[src/rtl/nn_pkg.sv]
// rtl/nn_pkg.sv - shared types and constants for the layer scheduler
package nn_pkg;

  localparam int MEM_LAT  = 1;
  localparam int MUL_LAT  = 1;
  localparam int EN_DEPTH = MEM_LAT + MUL_LAT;

  typedef enum logic [2:0] {
    ST_IDLE,
    ST_CLEAR,
    ST_MAC,
    ST_DRAIN,
    ST_BIAS,
    ST_ACT,
    ST_LATCH,
    ST_EMIT
  } state_e;

  // Index width for a range of 'depth' entries, never narrower than one bit.
  function automatic int addr_w(input int depth);
    return (depth > 1) ? $clog2(depth) : 1;
  endfunction

endpackage

[src/rtl/en_delay_line.sv]
// rtl/en_delay_line.sv - enable shift register with synchronous clear
// taps[k] is en_in delayed by k+1 cycles.
module en_delay_line #(
  parameter int DEPTH = 2
) (
  input  logic             clk,
  input  logic             rst,
  input  logic             clr,
  input  logic             en_in,
  output logic [DEPTH-1:0] taps
);

  logic [DEPTH-1:0] taps_q, taps_d;

  always_comb begin
    taps_d    = '0;
    taps_d[0] = en_in;
    for (int k = 1; k < DEPTH; k++) begin
      taps_d[k] = taps_q[k-1];
    end
    if (clr) begin
      taps_d = '0;
    end
  end

  always_ff @(posedge clk or posedge rst) begin
    if (rst) begin
      taps_q <= '0;
    end else begin
      taps_q <= taps_d;
    end
  end

  assign taps = taps_q;

endmodule

[src/rtl/layer_scheduler.sv]
// rtl/layer_scheduler.sv - sequences one shared MAC datapath across a layer
// Walks neurons one at a time and emits one activation per neuron on a valid/ready stream.
module layer_scheduler
  import nn_pkg::*;
#(
  parameter int NUM_NEURONS = 30,
  parameter int NUM_INPUTS  = 784,
  parameter int DATA_WIDTH  = 16,
  parameter int W_AW        = addr_w(NUM_NEURONS * NUM_INPUTS),
  localparam int IN_AW      = addr_w(NUM_INPUTS),
  localparam int IDX_W      = addr_w(NUM_NEURONS)
) (
  input  logic                  clk,
  input  logic                  rst,
  input  logic                  start,
  input  logic                  abort,
  output logic                  busy,
  output logic                  done,
  output logic                  w_rd,
  output logic [W_AW-1:0]       w_addr,
  output logic                  in_rd,
  output logic [IN_AW-1:0]      in_addr,
  output logic                  bias_ld,
  output logic [IDX_W-1:0]      bias_idx,
  output logic                  acc_clr,
  output logic                  mul_en,
  output logic                  acc_en,
  output logic                  bias_add_en,
  output logic                  act_en,
  input  logic [DATA_WIDTH-1:0] act_in,
  output logic                  out_valid,
  input  logic                  out_ready,
  output logic [DATA_WIDTH-1:0] out_data,
  output logic [IDX_W-1:0]      out_idx
);

  state_e                state_q, state_d;
  logic [IDX_W-1:0]      n_q, n_d;
  logic [IN_AW-1:0]      i_q, i_d;
  logic [W_AW-1:0]       base_q, base_d;
  logic                  drain_q, drain_d;
  logic                  done_q, done_d;
  logic [DATA_WIDTH-1:0] out_data_q, out_data_d;
  logic [IDX_W-1:0]      out_idx_q, out_idx_d;
  logic [EN_DEPTH-1:0]   en_taps;
  logic                  last_input, last_neuron;

  assign last_input  = (i_q == IN_AW'(NUM_INPUTS - 1));
  assign last_neuron = (n_q == IDX_W'(NUM_NEURONS - 1));

  always_ff @(posedge clk or posedge rst) begin
    if (rst) begin
      state_q <= ST_IDLE;
    end else begin
      state_q <= state_d;
    end
  end

  always_comb begin
    state_d = state_q;
    if (abort) begin
      state_d = ST_IDLE;
    end else begin
      case (state_q)
        ST_IDLE:  if (start) state_d = ST_CLEAR;
        ST_CLEAR: state_d = ST_MAC;
        ST_MAC:   if (last_input) state_d = ST_DRAIN;
        ST_DRAIN: if (drain_q) state_d = ST_BIAS;
        ST_BIAS:  state_d = ST_ACT;
        ST_ACT:   state_d = ST_LATCH;
        ST_LATCH: state_d = ST_EMIT;
        ST_EMIT:  if (out_ready) state_d = last_neuron ? ST_IDLE : ST_CLEAR;
        default:  state_d = ST_IDLE;
      endcase
    end
  end

  // Counters, the output register and the done pulse.
  always_comb begin
    n_d        = n_q;
    i_d        = i_q;
    base_d     = base_q;
    drain_d    = 1'b0;
    done_d     = 1'b0;
    out_data_d = out_data_q;
    out_idx_d  = out_idx_q;
    if (abort) begin
      n_d        = '0;
      i_d        = '0;
      base_d     = '0;
      out_data_d = '0;
      out_idx_d  = '0;
    end else begin
      case (state_q)
        ST_IDLE: begin
          if (start) begin
            n_d    = '0;
            i_d    = '0;
            base_d = '0;
          end
        end
        ST_CLEAR: i_d = '0;
        ST_MAC:   if (!last_input) i_d = i_q + IN_AW'(1);
        ST_DRAIN: drain_d = !drain_q;
        ST_LATCH: begin
          out_data_d = act_in;
          out_idx_d  = n_q;
        end
        ST_EMIT: begin
          if (out_ready) begin
            if (last_neuron) begin
              done_d     = 1'b1;
              n_d        = '0;
              i_d        = '0;
              base_d     = '0;
              out_data_d = '0;
              out_idx_d  = '0;
            end else begin
              n_d    = n_q + IDX_W'(1);
              base_d = base_q + W_AW'(NUM_INPUTS);
            end
          end
        end
        default: ;
      endcase
    end
  end

  always_ff @(posedge clk or posedge rst) begin
    if (rst) begin
      n_q        <= '0;
      i_q        <= '0;
      base_q     <= '0;
      drain_q    <= 1'b0;
      done_q     <= 1'b0;
      out_data_q <= '0;
      out_idx_q  <= '0;
    end else begin
      n_q        <= n_d;
      i_q        <= i_d;
      base_q     <= base_d;
      drain_q    <= drain_d;
      done_q     <= done_d;
      out_data_q <= out_data_d;
      out_idx_q  <= out_idx_d;
    end
  end

  always_comb begin
    busy        = (state_q != ST_IDLE);
    w_rd        = (state_q == ST_MAC);
    in_rd       = (state_q == ST_MAC);
    w_addr      = '0;
    in_addr     = '0;
    bias_ld     = (state_q == ST_CLEAR);
    acc_clr     = (state_q == ST_CLEAR);
    bias_idx    = n_q;
    bias_add_en = (state_q == ST_BIAS);
    act_en      = (state_q == ST_ACT);
    out_valid   = (state_q == ST_EMIT);
    if (state_q == ST_MAC) begin
      w_addr  = base_q + W_AW'(i_q);
      in_addr = i_q;
    end
  end

  // Stage enables follow the read strobe through memory and multiplier latency.
  en_delay_line #(
    .DEPTH (EN_DEPTH)
  ) u_en_delay (
    .clk   (clk),
    .rst   (rst),
    .clr   (abort),
    .en_in (w_rd),
    .taps  (en_taps)
  );

  assign mul_en   = en_taps[MEM_LAT-1];
  assign acc_en   = en_taps[EN_DEPTH-1];
  assign done     = done_q;
  assign out_data = out_data_q;
  assign out_idx  = out_idx_q;

endmodule

[config.mk]
export PLATFORM = sky130hd
export DESIGN_NAME = layer_scheduler
export DESIGN_NICKNAME = d
export VERILOG_FILES = /design/src/rtl/nn_pkg.sv /design/src/rtl/en_delay_line.sv /design/src/rtl/layer_scheduler.sv
export SDC_FILE = /design/constraint.sdc
export NUM_CORES = 1
export LEC_CHECK = 0
export ABC_AREA = 1
export CORE_AREA = 2 2 96 98
export DETAILED_ROUTE_END_ITERATION = 8
export DIE_AREA = 0 0 98 100
export PLACE_DENSITY = 0.67
export SLEW_MARGIN = 20
export SYNTH_ARGS = -nofsm -noshare
export SYNTH_HDL_FRONTEND = slang
export SYNTH_HIERARCHICAL = 1
export SYNTH_SLANG_ARGS = --single-unit
[constraint.sdc]
create_clock -name clk -period 4.6 [get_ports clk]
set_input_delay 0.46 -clock clk [delete_from_list [all_inputs] [get_ports clk]]
set_output_delay 0.46 -clock clk [all_outputs]
set_load 0.005 [all_outputs]
* Yosys cells after proc, flatten, opt, wreduce, memory -nomap -nowiden *
Index checks and enable logic that the tools add are counted.

storage, ports and cells
  register bits = 58
  output and inout port bits = 62
  logic and storage cells = 78

operators by class
  add/sub/neg operators = 4
  eq/ne operators = 15
  muxes and demuxes = 40
  reduce and logical (&&, ||, !) cells = 10

operators by type and width
  operator                                                count
  two-way mux 15 bit                                      5
  two-way mux 10 bit                                      6
  two-way mux 16 bit                                      3
  one-hot mux 10 bit (4 select lines)                     1
  two-way mux 5 bit                                       7
  one-hot mux 16 bit (2 select lines)                     1
  one-hot mux 15 bit (2 select lines)                     1
  one-hot mux 3 bit (8 select lines)                      1
  one-hot mux 5 bit (2 select lines)                      2
  adder 15 x 10 -> 15 bit                                 1
  adder 15 x 10 -> 15 bit (second input constant)         1
  two-way mux 3 bit                                       5
  equality test 3 bit (second input constant)             4
  inequality test 3 bit (second input constant)           4
  adder 10 x 1 -> 10 bit (second input constant)          1
  equality test 10 bit (second input constant)            1
  nonzero test 3 bit                                      3
  two-way mux 1 bit                                       7
  equality test 3 x 2 -> 1 bit (second input constant)    2
  inequality test 3 x 2 -> 1 bit (second input constant)  2
  AND reduction 3 bit                                     2
  adder 5 x 1 -> 5 bit (second input constant)            1
  equality test 5 bit (second input constant)             1
  AND reduction 5 bit                                     1
  other kinds (6)                                         6

* Logic depth before layout (Yosys ltp) *
  depth after elaboration = 5
  mapped depth = 10
  mapped depth without buffers = 9

* Hierarchy *
Netlist, hierarchy kept.

by module, submodules not included
  module           cells an instance  instances  area each (sq um)  seq. area each (sq um)
  layer_scheduler  449                1          3334.4             1301.2
  en_delay_line    7                  1          68.8               50.0

* Least setup slack after synthesis *
OpenSTA, ideal clock, no wires.

  path type = reg-to-output
  from = reg i_q[7]
  to = out w_addr[13]
  arrival time = 1478 ps
  stages on the path, launching flop included = 8
  setup slack = 2662 ps
  required time = 4140 ps
  cells stage by stage = dfrtp_1 ha_1 nand2_1 o21ai_0 nand2_1 nand2_1 a21oi_1 nor2_1

between the ends
  longest elaborated chain between the ends = 2

RTL lines
  element                  RTL line                RTL
  from (decl)              layer_scheduler.sv:39   logic [IN_AW-1:0] i_q, i_d;
  from (signal assigned)   layer_scheduler.sv:140  i_q <= i_d;
  adder 15 x 10 -> 15 bit  layer_scheduler.sv:162  w_addr = base_q + W_AW'(i_q);
  two-way mux 15 bit       layer_scheduler.sv:161  if (state_q == ST_MAC) begin
  to (decl)                layer_scheduler.sv:20   output logic [W_AW-1:0] w_addr,

Every way passes these cells.

* Worst setup path in the final report *
  from = reg state_q[2]
  to = out w_addr[7]

between the ends
  longest elaborated chain between the ends = 2

RTL lines
  element                       RTL line                RTL
  from (decl)                   layer_scheduler.sv:37   state_e state_q, state_d;
  from (signal assigned)        layer_scheduler.sv:55   state_q <= state_d;
  equality test 3 x 2 -> 1 bit  layer_scheduler.sv:161
  two-way mux 15 bit            layer_scheduler.sv:161

Every way passes these cells.

==> impl_metrics.py <==
metrics = {
    "status": {
        "run_status": "finished, final reports clean",
    },
    "yosys": {
        "ys_ff_latch": 54,
        "synthCells": 456,
        "synth_common_cells": "nand2_1 (77), inv_1 (62), nor2_1 (61), dfrtp_1 (54), nand3_1 (43)",
        "synthesis_warning_total": 6,
        "post_synth.cell_area_avg_sq_um": 7.463,
        "share_of_yosys_cell_area_claimed_by_the_top_area_cell_type_pct": 39.71,
        "synth_top_flop_cell": "dfrtp_1",
        "synth.most_common_cell": "nand2_1",
        "seq_area_frac_synth_pct": 39.71,
        "edff_count_synth": 0,
        "top_post_synthesis_cells_by_area": "dfrtp_1 (40%), nand2_1 (8.5%), inv_1 (6.8%), nor2_1 (6.7%), nand3_1 (6.3%)",
        "synth_top_cell_by_area": "dfrtp_1",
        "syn_nets": 488,
        "netlist_area_sq_um": 3403,
        "synth.distinct_cells": 39,
        "synth-async-reset-ratio_pct": 100.0,
    },
    "timing": {
        "unrepaired_setup_endpoints_after_global_routing": "false",
        "layout_min_cycle_time_ns": 3.088,
        "skew_ns": 0.002205,
        "timing.fmax_ghz": 0.3238,
        "final.hold.worst_slack_ns": 0.3333,
        "final-max-slew-violation-count": 0,
        "max_slew_margin_pct": 54.98,
        "timing_hold_violations_final": 0,
        "timing_worst_slew_pin_value_ns": 0.6753,
        "finalWorstSetupSlack_ns": 1.512,
        "post-route-period-util_pct": 67.13,
        "total_neg_setup_slack_ns": 0,
        "finalSetupViolCount": 0,
    },
    "grt": {
        "globalRouteOverflowTotal": 0,
        "grt_use_total_pct": 17.71,
        "grt_pass1_wl_um": 14260,
        "grt_max_degree": 53,
        "first_global_vias": 3070,
        "antenna_found_initial": 0,
    },
    "worst_setup_path": {
        "crit-reg2reg-capture": "i_q[5]$_DFFE_PP0P_",
        "critPathSlowestCell": "inv_1",
        "cp_data_arrival_time_ns": 2.63,
        "reg2reg_slack_ns": 2.69,
        "worstSetupStartpointType": "flop",
        "timing_worst_setup_path_type": "flop to output port",
        "chain_of_cells_forming_the_critical_path": "inv_4 > nand3_2 > inv_1 > o21ai_0 > a21oi_1 > clkdlybuf4s50_1",
        "crit_buf_inv": 3,
        "timing.reg2reg.worst_path_depth": 5,
        "timing.critical_path.to_type": "output port",
        "critPathMaxFanout": 22,
        "cp_data_required_time_ns": 4.14,
        "reg2reg_from": "state_q[2]$_DFFE_PP0P_",
        "critical_path_cell_count": 6,
        "slowest_delay_ns": 0.57,
        "cp_top_family": "buffers and inverters",
    },
    "floorplan": {
        "fp.dieW_um": 98,
        "placementRows": 35,
        "die_h_um": 100,
        "design.die.area_sq_um": 9800,
        "area_of_the_core_sq_um": 8890,
        "start_util_pct": 38.28,
        "ios": 83,
    },
    "clocking": {
        "clkSlewWorstSetupHoldPaths_ns": 0.09,
        "postCtsSetupRepairBufs": 0,
        "post_cts_hold_buffer_count": 0,
        "tritoncts.num_buffers": 5,
        "cts_tree": "done",
        "cts_max_level": 2,
        "clk_root_buffer_cell": "clkbuf_8",
        "worst_case_clock_buffer_depth": 2,
        "ctsResizeCount": 0,
        "worst_skew_pair.late_latency_ns": 0.31,
        "clock-sinks": 54,
    },
    "route": {
        "via_count": 3132,
        "routed_via_density": 4.901,
        "detail_route.wirelength_um": 8031,
        "detail-route-antenna-nets": 0,
        "drt_pass1_iterations": 4,
        "drt-wirelength-per-cell_um": 12.57,
        "drt-initial-drc-count": 108,
        "drc_errors": 0,
    },
    "cells_and_area": {
        "syn_to_final_growth_pct": 27.50,
        "finalInstanceArea_sq_um": 4339,
        "finish.net_count": 560,
        "final_layout_size_suffix_gt1_share_pct": 8.902,
        "fillers": 914,
        "antenna_cells": 0,
    },
    "pwr": {
        "p_clk_share_pct": 18.5,
        "internal-power_w": 0.0008284,
        "switching_share_pct": 40.17,
        "vdd_drop_max_v": 0.0001269,
        "cellLeakagePower_nw": 2.001,
        "cellPowerDensity_nw_per_um2": 319.1,
        "netSwitchingPower_w": 0.0005563,
        "power.share.combinational_pct": 39.3,
        "p_seq_share_pct": 42.2,
    },
    "place": {
        "place.port_buffers": 82,
        "post_place_setup_slack_ns": 1.788,
        "placedInstanceArea_sq_um": 4260,
        "dpl.hpwl_um": 5935,
        "gp_weighted_congestion": 0.9043,
    },
    "min_path": {
        "worstHoldPathType": "input port to asynchronous set/reset pin",
    },
    "job": {
        "maxCapViolCount": 0,
    },
}
worst max path at each step:
stage	startpoint	end	slack (ns)
after CTS	state_q[2]$_DFFE_PP0P_	w_addr[7]	1.45
final	state_q[2]$_DFFE_PP0P_	w_addr[7]	1.51
after floorplan	i_q[7]$_DFFE_PP0P_	w_addr[13]	2.66
after detailed placement	state_q[2]$_DFFE_PP0P_	w_addr[7]	1.79
after global placement	state_q[2]$_DFFE_PP0P_	w_addr[7]	1.85
after global routing	state_q[2]$_DFFE_PP0P_	w_addr[4]	1.13
cell usage in the layout, fill, tap and decap left out, types with 3 or more instances in the layout:
master / n
clkbuf_8: 5
inv_1: 61
nand4_1: 12
dfrtp_1: 54
nor2_1: 61
nand2_1: 77
nor2_2: 5
nand3_2: 8
inv_2: 4
o21ai_0: 36
nand3_1: 43
nand2_2: 5
a21oi_2: 3
ha_1: 11
o21ai_1: 4
o21ai_2: 4
nand2_4: 3
nor3_1: 12
clkdlybuf4s50_1: 82
a21oi_1: 16
per-layer routing:
layer | part of all wire, % | wire length [um] | vias up | global-route usage [%]
met5 | 0 | 0 | - | 0
met4 | 1.2 | 98 | 0 | 4.808
met3 | 6.4 | 515 | 6 | 4.318
met2 | 45 | 3578 | 84 | 28.98
met1 | 48 | 3838 | 1425 | 23.65
li1 | - | - | 1617 | -
power by group through the flow:
stage               logic (W)  clock network [W]  registers (W)
floorplan            0.000440                  0       0.000558
global placement     0.000542                  0       0.000590
detailed placement   0.000551                  0       0.000593
CTS                  0.000553           0.000268       0.000584
global route         0.000624           0.000287       0.000592
finish               0.000544           0.000257       0.000584
layout make-up:
class	count	area [sq um]	share of cell area (%)
well taps	111	138.9	3.201
flip-flops and latches	54	1351	31.14
clock inverters	2	10.01	0.2307
multi-input cells	317	1684	38.81
repair buffers	84	835.8	19.26
clock buffers	5	68.82	1.586
inverters	66	250.2	5.767
per-stage QoR:
step	total power [W]	std cells	utilization (%)
5_1_grt	0.001502	639	48.81
6_report	0.001385	639	48.81
3_5_place_dp	0.001144	632	47.92
2_1_floorplan	0.0009983	456	-
3_3_place_gp	0.001132	632	47.92
4_1_cts	0.001405	639	48.81
state kept, by name, summed over array words and instances, names as in the netlist:
signal / cells
state_q: 3
bias_idx: 5
done: 1
u_en_delay/taps: 2
base_q: 11
out_data: 16
out_idx: 5
drain_q: 1
i_q: 10
logic make-up (layout without fill, tap and decap cells):
group	Yosys count	after routing	synth area share [%]
AOI/OAI and AO/OA	69	69	11.51
xor gates and xnor gates	1	1	0.2574
adders and majority gates	11	11	4.044
buffers and inverters	85	157	10.81
DFF	54	54	39.71
other	1	1	0.1102
and+or+nand+nor	235	235	33.57
No activity file was read; power rests on OpenSTA's default activity.
